--- src/rtl/multicycle_control_unit_if.sv ---
// Memory handshake bundle between the multicycle control unit and the memory port.
// The control unit is the master; the memory model is the slave.
interface multicycle_control_unit_if;
  logic mem_req;
  logic mem_read;
  logic mem_write;
  logic mem_ready;
  logic iord;

  modport master (output mem_req, output mem_read, output mem_write, output iord,
                  input mem_ready);
  modport slave  (input mem_req, input mem_read, input mem_write, input iord,
                  output mem_ready);
endinterface

--- src/rtl/multicycle_control_unit.sv ---
// Control FSM for a multicycle RV32I datapath: FETCH/DECODE/EXEC/MEM/WB sequencing,
// valid/ready memory handshake, illegal-encoding and memory-timeout traps, retire counter.
//
// state  | meaning
// FETCH  | read instruction at PC, load IR, PC <= PC + 4
// DECODE | branch/jump target into ALUOut, legality check
// EXEC   | ALU operation per instruction class
// MEM    | load/store data access at ALUOut
// WB     | register file write
// TRAP   | fault latched, control outputs idle until reset
module multicycle_control_unit #(
  parameter bit          ENABLE_JAL   = 1'b1,
  parameter bit          ENABLE_LUI   = 1'b1,
  parameter int unsigned MEM_TIMEOUT  = 64,
  parameter int unsigned RETIRE_CNT_W = 32
) (
  input  logic                        clk,
  input  logic                        rst,
  input  logic [6:0]                  opcode,
  input  logic [2:0]                  funct3,
  input  logic [6:0]                  funct7,
  multicycle_control_unit_if.master   mem,
  output logic                        ir_write,
  output logic                        pc_write,
  output logic                        branch,
  output logic                        pc_src,
  output logic [1:0]                  alu_src_a,
  output logic [1:0]                  alu_src_b,
  output logic [1:0]                  alu_op,
  output logic [1:0]                  mem_to_reg,
  output logic                        reg_write,
  output logic                        instr_retired,
  output logic [RETIRE_CNT_W-1:0]     retire_count,
  output logic                        trap,
  output logic [1:0]                  trap_cause,
  output logic [2:0]                  state_dbg
);

  typedef enum logic [2:0] {
    S_FETCH  = 3'd0,
    S_DECODE = 3'd1,
    S_EXEC   = 3'd2,
    S_MEM    = 3'd3,
    S_WB     = 3'd4,
    S_TRAP   = 3'd5
  } state_t;

  localparam logic [6:0] OP_R   = 7'b0110011;
  localparam logic [6:0] OP_I   = 7'b0010011;
  localparam logic [6:0] OP_LD  = 7'b0000011;
  localparam logic [6:0] OP_ST  = 7'b0100011;
  localparam logic [6:0] OP_BR  = 7'b1100011;
  localparam logic [6:0] OP_JAL = 7'b1101111;
  localparam logic [6:0] OP_LUI = 7'b0110111;

  localparam logic [1:0] CAUSE_ILLEGAL = 2'b01;
  localparam logic [1:0] CAUSE_TIMEOUT = 2'b10;

  // Counter only needs to hold MEM_TIMEOUT-1: the trap fires on the wait cycle that would reach the limit.
  localparam int unsigned     WAIT_W     = (MEM_TIMEOUT > 1) ? $clog2(MEM_TIMEOUT) : 1;
  localparam logic [WAIT_W-1:0] WAIT_LAST = WAIT_W'(MEM_TIMEOUT - 1);
  localparam bit              TIMEOUT_EN = (MEM_TIMEOUT != 0);

  state_t                  state;
  state_t                  next_state;
  logic [WAIT_W-1:0]       wait_cnt;
  logic [RETIRE_CNT_W-1:0] retire_q;
  logic [1:0]              cause_q;

  logic is_r, is_i, is_ld, is_st, is_br, is_jal, is_lui;
  logic illegal;
  logic waiting;
  logic timeout_hit;

  assign is_r   = (opcode == OP_R);
  assign is_i   = (opcode == OP_I);
  assign is_ld  = (opcode == OP_LD);
  assign is_st  = (opcode == OP_ST);
  assign is_br  = (opcode == OP_BR);
  assign is_jal = ENABLE_JAL && (opcode == OP_JAL);
  assign is_lui = ENABLE_LUI && (opcode == OP_LUI);

  assign illegal =
      !(is_r || is_i || is_ld || is_st || is_br || is_jal || is_lui)
    || (is_r && (funct7 != 7'b0000000) && (funct7 != 7'b0100000))
    || (is_r && (funct7 == 7'b0100000) && (funct3 != 3'b000) && (funct3 != 3'b101))
    || (is_ld && ((funct3 == 3'b011) || (funct3 == 3'b110) || (funct3 == 3'b111)))
    || (is_st && (funct3 > 3'b010))
    || (is_br && ((funct3 == 3'b010) || (funct3 == 3'b011)));

  assign waiting     = ((state == S_FETCH) || (state == S_MEM)) && !mem.mem_ready;
  assign timeout_hit = TIMEOUT_EN && waiting && (wait_cnt == WAIT_LAST);

  always_ff @(posedge clk) begin
    if (rst) begin
      state    <= S_FETCH;
      wait_cnt <= '0;
      retire_q <= '0;
      cause_q  <= 2'b00;
    end else begin
      state    <= next_state;
      wait_cnt <= (waiting && (next_state == state)) ? wait_cnt + 1'b1 : '0;
      if (instr_retired)
        retire_q <= retire_q + 1'b1;
      if ((state != S_TRAP) && (next_state == S_TRAP))
        cause_q <= (state == S_DECODE) ? CAUSE_ILLEGAL : CAUSE_TIMEOUT;
    end
  end

  // Every output stays at zero while reset is held, so an abandoned access issues nothing.
  always_comb begin
    next_state     = state;
    mem.mem_req    = 1'b0;
    mem.mem_read   = 1'b0;
    mem.mem_write  = 1'b0;
    mem.iord       = 1'b0;
    ir_write       = 1'b0;
    pc_write       = 1'b0;
    branch         = 1'b0;
    pc_src         = 1'b0;
    alu_src_a      = 2'b00;
    alu_src_b      = 2'b00;
    alu_op         = 2'b00;
    mem_to_reg     = 2'b00;
    reg_write      = 1'b0;
    instr_retired  = 1'b0;
    if (!rst) begin
      case (state)
        S_FETCH: begin
          mem.mem_req  = 1'b1;
          mem.mem_read = 1'b1;
          if (mem.mem_ready) begin
            ir_write   = 1'b1;
            pc_write   = 1'b1;
            alu_src_b  = 2'b01;
            next_state = S_DECODE;
          end else if (timeout_hit) begin
            next_state = S_TRAP;
          end
        end
        S_DECODE: begin
          alu_src_a  = 2'b10;
          alu_src_b  = 2'b10;
          next_state = illegal ? S_TRAP : S_EXEC;
        end
        S_EXEC: begin
          if (is_r) begin
            alu_src_a  = 2'b01;
            alu_op     = 2'b10;
            next_state = S_WB;
          end else if (is_i) begin
            alu_src_a  = 2'b01;
            alu_src_b  = 2'b10;
            alu_op     = 2'b11;
            next_state = S_WB;
          end else if (is_ld || is_st) begin
            alu_src_a  = 2'b01;
            alu_src_b  = 2'b10;
            next_state = S_MEM;
          end else if (is_br) begin
            alu_src_a     = 2'b01;
            alu_op        = 2'b01;
            branch        = 1'b1;
            pc_src        = 1'b1;
            instr_retired = 1'b1;
            next_state    = S_FETCH;
          end else if (is_jal) begin
            pc_write   = 1'b1;
            pc_src     = 1'b1;
            next_state = S_WB;
          end else if (is_lui) begin
            alu_src_a  = 2'b11;
            alu_src_b  = 2'b10;
            next_state = S_WB;
          end else begin
            next_state = S_FETCH;
          end
        end
        S_MEM: begin
          mem.mem_req   = 1'b1;
          mem.iord      = 1'b1;
          mem.mem_read  = is_ld;
          mem.mem_write = is_st;
          if (mem.mem_ready) begin
            if (is_ld) begin
              next_state = S_WB;
            end else begin
              instr_retired = 1'b1;
              next_state    = S_FETCH;
            end
          end else if (timeout_hit) begin
            next_state = S_TRAP;
          end
        end
        S_WB: begin
          reg_write     = 1'b1;
          mem_to_reg    = is_ld ? 2'b01 : (is_jal ? 2'b10 : 2'b00);
          instr_retired = 1'b1;
          next_state    = S_FETCH;
        end
        S_TRAP: begin
          next_state = S_TRAP;
        end
        default: begin
          next_state = S_FETCH;
        end
      endcase
    end
  end

  assign trap         = !rst && (state == S_TRAP);
  assign trap_cause   = rst ? 2'b00 : cause_q;
  assign retire_count = rst ? '0 : retire_q;
  assign state_dbg    = rst ? 3'd0 : state;

endmodule

--- src/flat_wrapper.sv ---
// flat-port wrapper written by rule: the top's interface ports become plain ports
module multicycle_control_unit_flat 
#(
  parameter bit          ENABLE_JAL   = 1'b1,
  parameter bit          ENABLE_LUI   = 1'b1,
  parameter int unsigned MEM_TIMEOUT  = 64,
  parameter int unsigned RETIRE_CNT_W = 32
)
  (clk, rst, opcode, funct3, funct7, ir_write, pc_write, branch, pc_src, alu_src_a, alu_src_b, alu_op, mem_to_reg, reg_write, instr_retired, retire_count, trap, trap_cause, state_dbg, mem_mem_req, mem_mem_read, mem_mem_write, mem_iord, mem_mem_ready);
  multicycle_control_unit_if mem_i ();
  input  logic clk;
  input  logic rst;
  input  logic [6:0] opcode;
  input  logic [2:0] funct3;
  input  logic [6:0] funct7;
  output logic ir_write;
  output logic pc_write;
  output logic branch;
  output logic pc_src;
  output logic [1:0] alu_src_a;
  output logic [1:0] alu_src_b;
  output logic [1:0] alu_op;
  output logic [1:0] mem_to_reg;
  output logic reg_write;
  output logic instr_retired;
  output logic [RETIRE_CNT_W-1:0] retire_count;
  output logic trap;
  output logic [1:0] trap_cause;
  output logic [2:0] state_dbg;
  output wire logic [$bits(mem_i.mem_req)-1:0] mem_mem_req;
  output wire logic [$bits(mem_i.mem_read)-1:0] mem_mem_read;
  output wire logic [$bits(mem_i.mem_write)-1:0] mem_mem_write;
  output wire logic [$bits(mem_i.iord)-1:0] mem_iord;
  input wire logic [$bits(mem_i.mem_ready)-1:0] mem_mem_ready;
  assign mem_mem_req = mem_i.mem_req;
  assign mem_mem_read = mem_i.mem_read;
  assign mem_mem_write = mem_i.mem_write;
  assign mem_iord = mem_i.iord;
  assign mem_i.mem_ready = mem_mem_ready;
  multicycle_control_unit #(.ENABLE_JAL(ENABLE_JAL), .ENABLE_LUI(ENABLE_LUI), .MEM_TIMEOUT(MEM_TIMEOUT), .RETIRE_CNT_W(RETIRE_CNT_W)) u_core (.clk(clk), .rst(rst), .opcode(opcode), .funct3(funct3), .funct7(funct7), .mem(mem_i), .ir_write(ir_write), .pc_write(pc_write), .branch(branch), .pc_src(pc_src), .alu_src_a(alu_src_a), .alu_src_b(alu_src_b), .alu_op(alu_op), .mem_to_reg(mem_to_reg), .reg_write(reg_write), .instr_retired(instr_retired), .retire_count(retire_count), .trap(trap), .trap_cause(trap_cause), .state_dbg(state_dbg));
endmodule
--- config.mk ---
export PLATFORM = sky130hd
export DESIGN_NAME = multicycle_control_unit_flat
export DESIGN_NICKNAME = d
export VERILOG_FILES = /design/src/rtl/multicycle_control_unit_if.sv /design/src/rtl/multicycle_control_unit.sv /design/src/flat_wrapper.sv
export SDC_FILE = /design/constraint.sdc
export NUM_CORES = 1
export LEC_CHECK = 0
export CAP_MARGIN = 20
export CELL_PAD_IN_SITES_DETAIL_PLACEMENT = 0
export CELL_PAD_IN_SITES_GLOBAL_PLACEMENT = 1
export CORE_UTILIZATION = 35
export CTS_BUF_LIST = sky130_fd_sc_hd__clkbuf_16
export DETAILED_ROUTE_END_ITERATION = 7
export MAX_ROUTING_LAYER = met4
export PLACE_DENSITY_LB_ADDON = 0.1
export SYNTH_ARGS = -nofsm -noshare
export SYNTH_HDL_FRONTEND = slang
export SYNTH_SLANG_ARGS = --single-unit
--- constraint.sdc ---
create_clock -name clk -period 6.3 [get_ports clk]
set_clock_uncertainty 0.2 [all_clocks]
set_input_delay 1.26 -clock clk [delete_from_list [all_inputs] [get_ports clk]]
set_output_delay 1.26 -clock clk [all_outputs]
set_load 0.005 [all_outputs]
# Yosys cells after proc, flatten, opt, wreduce, memory -nomap -nowiden
# Index checks and enable logic that the tools add are counted.
# classes
add_sub_neg	2
order_cmp	1
n_eq_ne	23
mux	80
bitwise_logic	1
n_reduce_logical	37
# op_table
op	n
two-way mux 2 bit	25
two-way mux 3 bit	13
two-way mux 1 bit	35
adder 32 x 1 -> 32 bit (second input constant)	1
two-way mux 32 bit	1
== test 7 x 6 -> 1 bit (second input constant)	4
logical OR 1 bit	16
== test 3 bit (second input constant)	5
one-hot mux 3 bit (5 select lines)	1
== test 7 bit (second input constant)	2
logical AND 1 bit	13
== test 3 x 2 -> 1 bit (second input constant)	4
== test 7 x 2 -> 1 bit (second input constant)	1
== test 7 x 5 -> 1 bit (second input constant)	1
inequality test 7 x 6 -> 1 bit (second input constant)	1
nonzero test 7 bit	1
adder 6 x 1 -> 6 bit (second input constant)	1
== test 6 bit (second input constant)	1
inequality test 3 bit (second input constant)	2
one-hot mux 2 bit (3 select lines)	1
one-hot mux 1 bit (2 select lines)	2
one-hot mux 2 bit (2 select lines)	1
OR reduction 2 bit	2
== test 3 x 1 -> 1 bit (second input constant)	1
other kinds (7)	9
# word_totals
register_bits	43
in_bits	20
out_inout_bits	56

# Longest topological paths before layout
# logic_depth
depth_word	20
ltp_mapped	9

# Worst setup path before layout
# Ideal clock, no wire load.
# synth_timing
kind	input -> output
startpoint	in opcode[3]
endpoint	out instr_retired
t_arrival_ps	2293
t_required_ps	4840
path_slack_ps	2547
path_stages	5
cell_sequence	buf_6 > and4bb_1 > a31oi_1 > o22ai_4 > nor2b_1
# synth_between
elab_chain_len	7
word_cells_on_any_way	14
# synth_lines
element	line_no	rtl
start, declared	flat_wrapper.sv:13	input logic [6:0] opcode;
== test 7 bit (tied with other cells)	multicycle_control_unit.sv:79	assign is_br = (opcode == OP_BR);
two-way mux 1 bit / logical OR 1 bit (equally long branches)	multicycle_control_unit.sv:160, multicycle_control_unit.sv:156	
two-way mux 1 bit	multicycle_control_unit.sv:156	end else if (is_ld || is_st) begin
two-way mux 1 bit	multicycle_control_unit.sv:151	end else if (is_i) begin
two-way mux 1 bit	multicycle_control_unit.sv:147	if (is_r) begin
one-hot mux 1 bit (3 select lines) *	multicycle_control_unit.sv:128	case (state)
two-way mux 1 bit *	multicycle_control_unit.sv:127	if (!rst) begin
end, declared	flat_wrapper.sv:25	output logic instr_retired;
# Mark *: on every way between the ends. The rest lies on a longest branch, timed or not.

# Final worst setup path
# Same ends and word-level chain as after synthesis.

==> qor.log <==
[die] core area 7290 um^2
[sta] share of the clock period used by the worst path 78.5%
[detailed_routing] post-route ant nets 0
[cells_and_area] Layout Utilization 49.3%
[die] Die Y-Extent 89.3 um
[critical_path] largest driver fanout on the critical path 9
[status] status finished clean
[global_routing] total global routing track utilization 18.0%
[detailed_routing] DR vias 2493
[clock_tree] number of buffers added by the clock tree synthesis step 5
[die] number of primary I/O pins 76
[flow_run] Max-cap violations 0
[sta] slew at the pin with the worst max-slew slack 529 ps
[clock_tree] clock latency on the worst-skew pair 280 ps
[detailed_routing] met2 wire len 2830 um
[sta] Hold Worst Slack 254 ps
[power] total power density per cell area 170 nW/um^2
[clock_tree] # clock sinks 43
[global_routing] number of antenna violations at the first check in global routing 0
[sta] final worst path period need 4950 ps
[critical_path] cell with the largest stage delay on the worst path sky130_fd_sc_hd__clkdlybuf4s50_1
[detailed_routing] DR top layer met4
[cells_and_area] post-route standard cell area excluding fillers 3590 um^2
[sta] final count of pins violating max slew 0
[cells_and_area] # diodes 0
[detailed_routing] detailed-routing wirelength on met1 3330 um
[global_routing] vias in the first global route 2231
[logic_synthesis] share of the yosys chip area belonging to registers 32.3%
[logic_synthesis] Synth Register Bits 43
[logic_synthesis] EDFF count, synth 0
[clock_tree] Clock transition at path regs 60 ps
[critical_path] Top delay family on crit path buffers and inverters
[min_path] class of the most critical hold timing path flop to flop
[detailed_routing] DRC violations left 0
[sta] final setup violating endpoints 0
[logic_synthesis] share of flip-flops with an asynchronous set or reset after synthesis 0%
[global_routing] maximum number of pins on one net before global-route repair 50
[sta] Setup Total Neg Slack 0 ps
[critical_path] WP data required 4840 ps
[sta] unrepaired setup endpoints after global routing no
[cells_and_area] number of standard cells in the final layout excluding fillers 517
[sta] achievable clock frequency 202 MHz
[critical_path] endpoint type of the worst setup path output port
[logic_synthesis] synthesized netlist net count 374
[cells_and_area] number of nets in the layout 439
[power] Lkg Pwr 1.19 nW
[placed_design] global placement routability congestion 0.822
[critical_path] cells along the critical path clkdlybuf4s50_1 -> and4bb_1 -> a31oi_1 -> o22ai_4 -> nor2b_1 -> clkdlybuf4s50_1
[placed_design] total half-perimeter wirelength after legalization and detailed placement 4720 um
[detailed_routing] aggregate routed wire length 6510 um
[critical_path] startpoint type of the worst setup path primary input
[die] FP Rows 31
[logic_synthesis] Gate Count Post-Synth 352
[placed_design] placed standard-cell area 3450 um^2
[power] power consumption 0.610 mW
[clock_tree] hold buffer count at CTS 0
[clock_tree] Clock Root Buffer sky130_fd_sc_hd__clkbuf_16
[logic_synthesis] Avg Synthesized Cell Area 7.57 um^2
[sta] setup slack of the critical path after layout 1350 ps
[cells_and_area] fraction of final layout cells sized beyond drive strength 1 5.02%
[die] starting density of the core 36.6%
[power] maximum vdd ir drop 0.113 mV
[logic_synthesis] top_reg_cell synth sky130_fd_sc_hd__dfxtp_1
[clock_tree] post-CTS setup repair buffer count 0
[detailed_routing] number of search-and-repair iterations in the first detailed-routing pass 4
[cells_and_area] commonest non-fill, non-tap cells in the layout 74 x sky130_fd_sc_hd__clkdlybuf4s50_1, 55 x sky130_fd_sc_hd__nor2_1, 43 x sky130_fd_sc_hd__dfxtp_1, 39 x sky130_fd_sc_hd__nor2b_1, 26 x sky130_fd_sc_hd__nand2_1
[logic_synthesis] Synthesis Warnings 0
[critical_path] cell mode on critical path sky130_fd_sc_hd__clkdlybuf4s50_1
[clock_tree] clock tree from TritonCTS done
[placed_design] dpl cells 509
[placed_design] count of buffers from port buffering 75
[critical_path] critical path data arrival time 3490 ps
[detailed_routing] violation count after the first detailed-route iteration 84
[sta] Rel. slew slack 64.7%
[detailed_routing] vias per inst 4.82
[logic_synthesis] Cell variety after synth 49
[sta] number of endpoints with negative hold slack in the final report 0
[die] Die Width 89.3 um
[cells_and_area] leading cell type in the layout, fill and taps excluded sky130_fd_sc_hd__clkdlybuf4s50_1
[global_routing] grt ovf 0
[detailed_routing] average detailed-routed wire length per instance 12.6 um
[placed_design] Setup Slack @ Placement 1350 ps
[clock_tree] count of instances resized after the clock tree is built 0
[critical_path] type of the setup path with the least slack primary input to output port
[cells_and_area] Syn-to-layout area delta 34.8%
[clock_tree] H-tree depth 2
[global_routing] global-route wire length before repair 10800 um
[logic_synthesis] combined area of all synthesized cells 2670 um^2
[die] Total Die Area 7970 um^2
[detailed_routing] met3 wire length 283 um
[critical_path] Bufs and invs on worst path 2
[clock_tree] maximum clock path buffer count 2
[critical_path] worst stage delay on the critical path 540 ps
## registers in the layout (all words and copies together) (netlist names)
register,count
u_core.wait_cnt,6
u_core.state,3
u_core.retire_q,32
u_core.cause_q,2
## final timing paths
check | slack (ps) | depth (start not counted) | startpoint | to
setup reg to reg | 3750 | 6 | u_core.state[0]$_SDFF_PP0_ | u_core.retire_q[20]$_SDFFE_PP0P_
hold / removal | 250 | 1 | u_core.wait_cnt[0]$_SDFF_PP0_ | u_core.wait_cnt[0]$_SDFF_PP0_
hold reg to reg | 250 | 1 | u_core.wait_cnt[0]$_SDFF_PP0_ | u_core.wait_cnt[0]$_SDFF_PP0_
setup / recovery | 1350 | 6 | opcode[3] | instr_retired
## power by group
part	internal, mW	switching (mW)	leakage (nW)
registers	0.276	0.00642	0.347
clock network	0.145	0.105	0.0710
logic	0.0391	0.0392	0.773
## cell type report
cell class / instances / area, um^2
Inverter: 11 / 41.3
Fill cell: 765 / 3700
Timing Repair Buffer: 76 / 753
Sequential cell: 43 / 861
Clock inverter: 3 / 16.3
Clock buffer: 5 / 125
Multi-Input combinational cell: 280 / 1670
Tap cell: 99 / 124
## worst register-to-register path, stage by stage, from the launching register on
cell and delay (ps):
sky130_fd_sc_hd__dfxtp_1 650, sky130_fd_sc_hd__and2_1 260, sky130_fd_sc_hd__nand2_1 100, sky130_fd_sc_hd__o22ai_4 240
sky130_fd_sc_hd__nand4_2 400, sky130_fd_sc_hd__or3_1 440, sky130_fd_sc_hd__a21oi_1 190
## routing by layer
layer	global-route usage (%)	vias to the layer above
met5	-	-
li1	-	1330
met3	4.52	6
met4	4.33	0
met1	24.8	1109
met2	26.5	48
## logic make-up (layout without fill, tap and decap cells)
| family | Yosys count | count (layout) | synth area share, % |
|---|---|---|---|
| AND/OR/NAND/NOR | 198 | 198 | 39.7 |
| XOR/XNOR | 24 | 24 | 7.88 |
| AO/OA/AOI/OAI | 52 | 52 | 12.7 |
| adder cells (fa/ha/maj) | 2 | 2 | 0.938 |
| multiplexers | 4 | 4 | 1.64 |
| flip-flops | 43 | 43 | 32.3 |
| buffers and inverters | 29 | 95 | 4.93 |
## Yosys cell counts, types with 4 or more instances
| cell | instances | area share (%) |
|---|---|---|
| sky130_fd_sc_hd__nor2_1 | 55 | 7.7 |
| sky130_fd_sc_hd__dfxtp_1 | 43 | 32 |
| sky130_fd_sc_hd__nor2b_1 | 39 | 9.2 |
| sky130_fd_sc_hd__nand2_1 | 26 | 3.7 |
| sky130_fd_sc_hd__a21oi_1 | 19 | 3.6 |
| sky130_fd_sc_hd__o21ai_0 | 16 | 3.0 |
| sky130_fd_sc_hd__xnor2_1 | 16 | 5.3 |
| sky130_fd_sc_hd__nand3_1 | 13 | 2.4 |
| sky130_fd_sc_hd__nor3_1 | 12 | 2.3 |
| sky130_fd_sc_hd__or3_1 | 12 | 2.8 |
| sky130_fd_sc_hd__inv_1 | 11 | 1.5 |
| sky130_fd_sc_hd__clkbuf_1 | 9 | 1.3 |
| sky130_fd_sc_hd__xor2_1 | 8 | 2.6 |
| sky130_fd_sc_hd__nand4_1 | 7 | 1.6 |
| sky130_fd_sc_hd__and3_1 | 5 | 1.2 |
| sky130_fd_sc_hd__nor4_1 | 5 | 1.2 |
| sky130_fd_sc_hd__a211oi_1 | 4 | 1.1 |
| sky130_fd_sc_hd__and2_1 | 4 | 0.94 |
No activity file was read; power rests on OpenSTA's default activity.
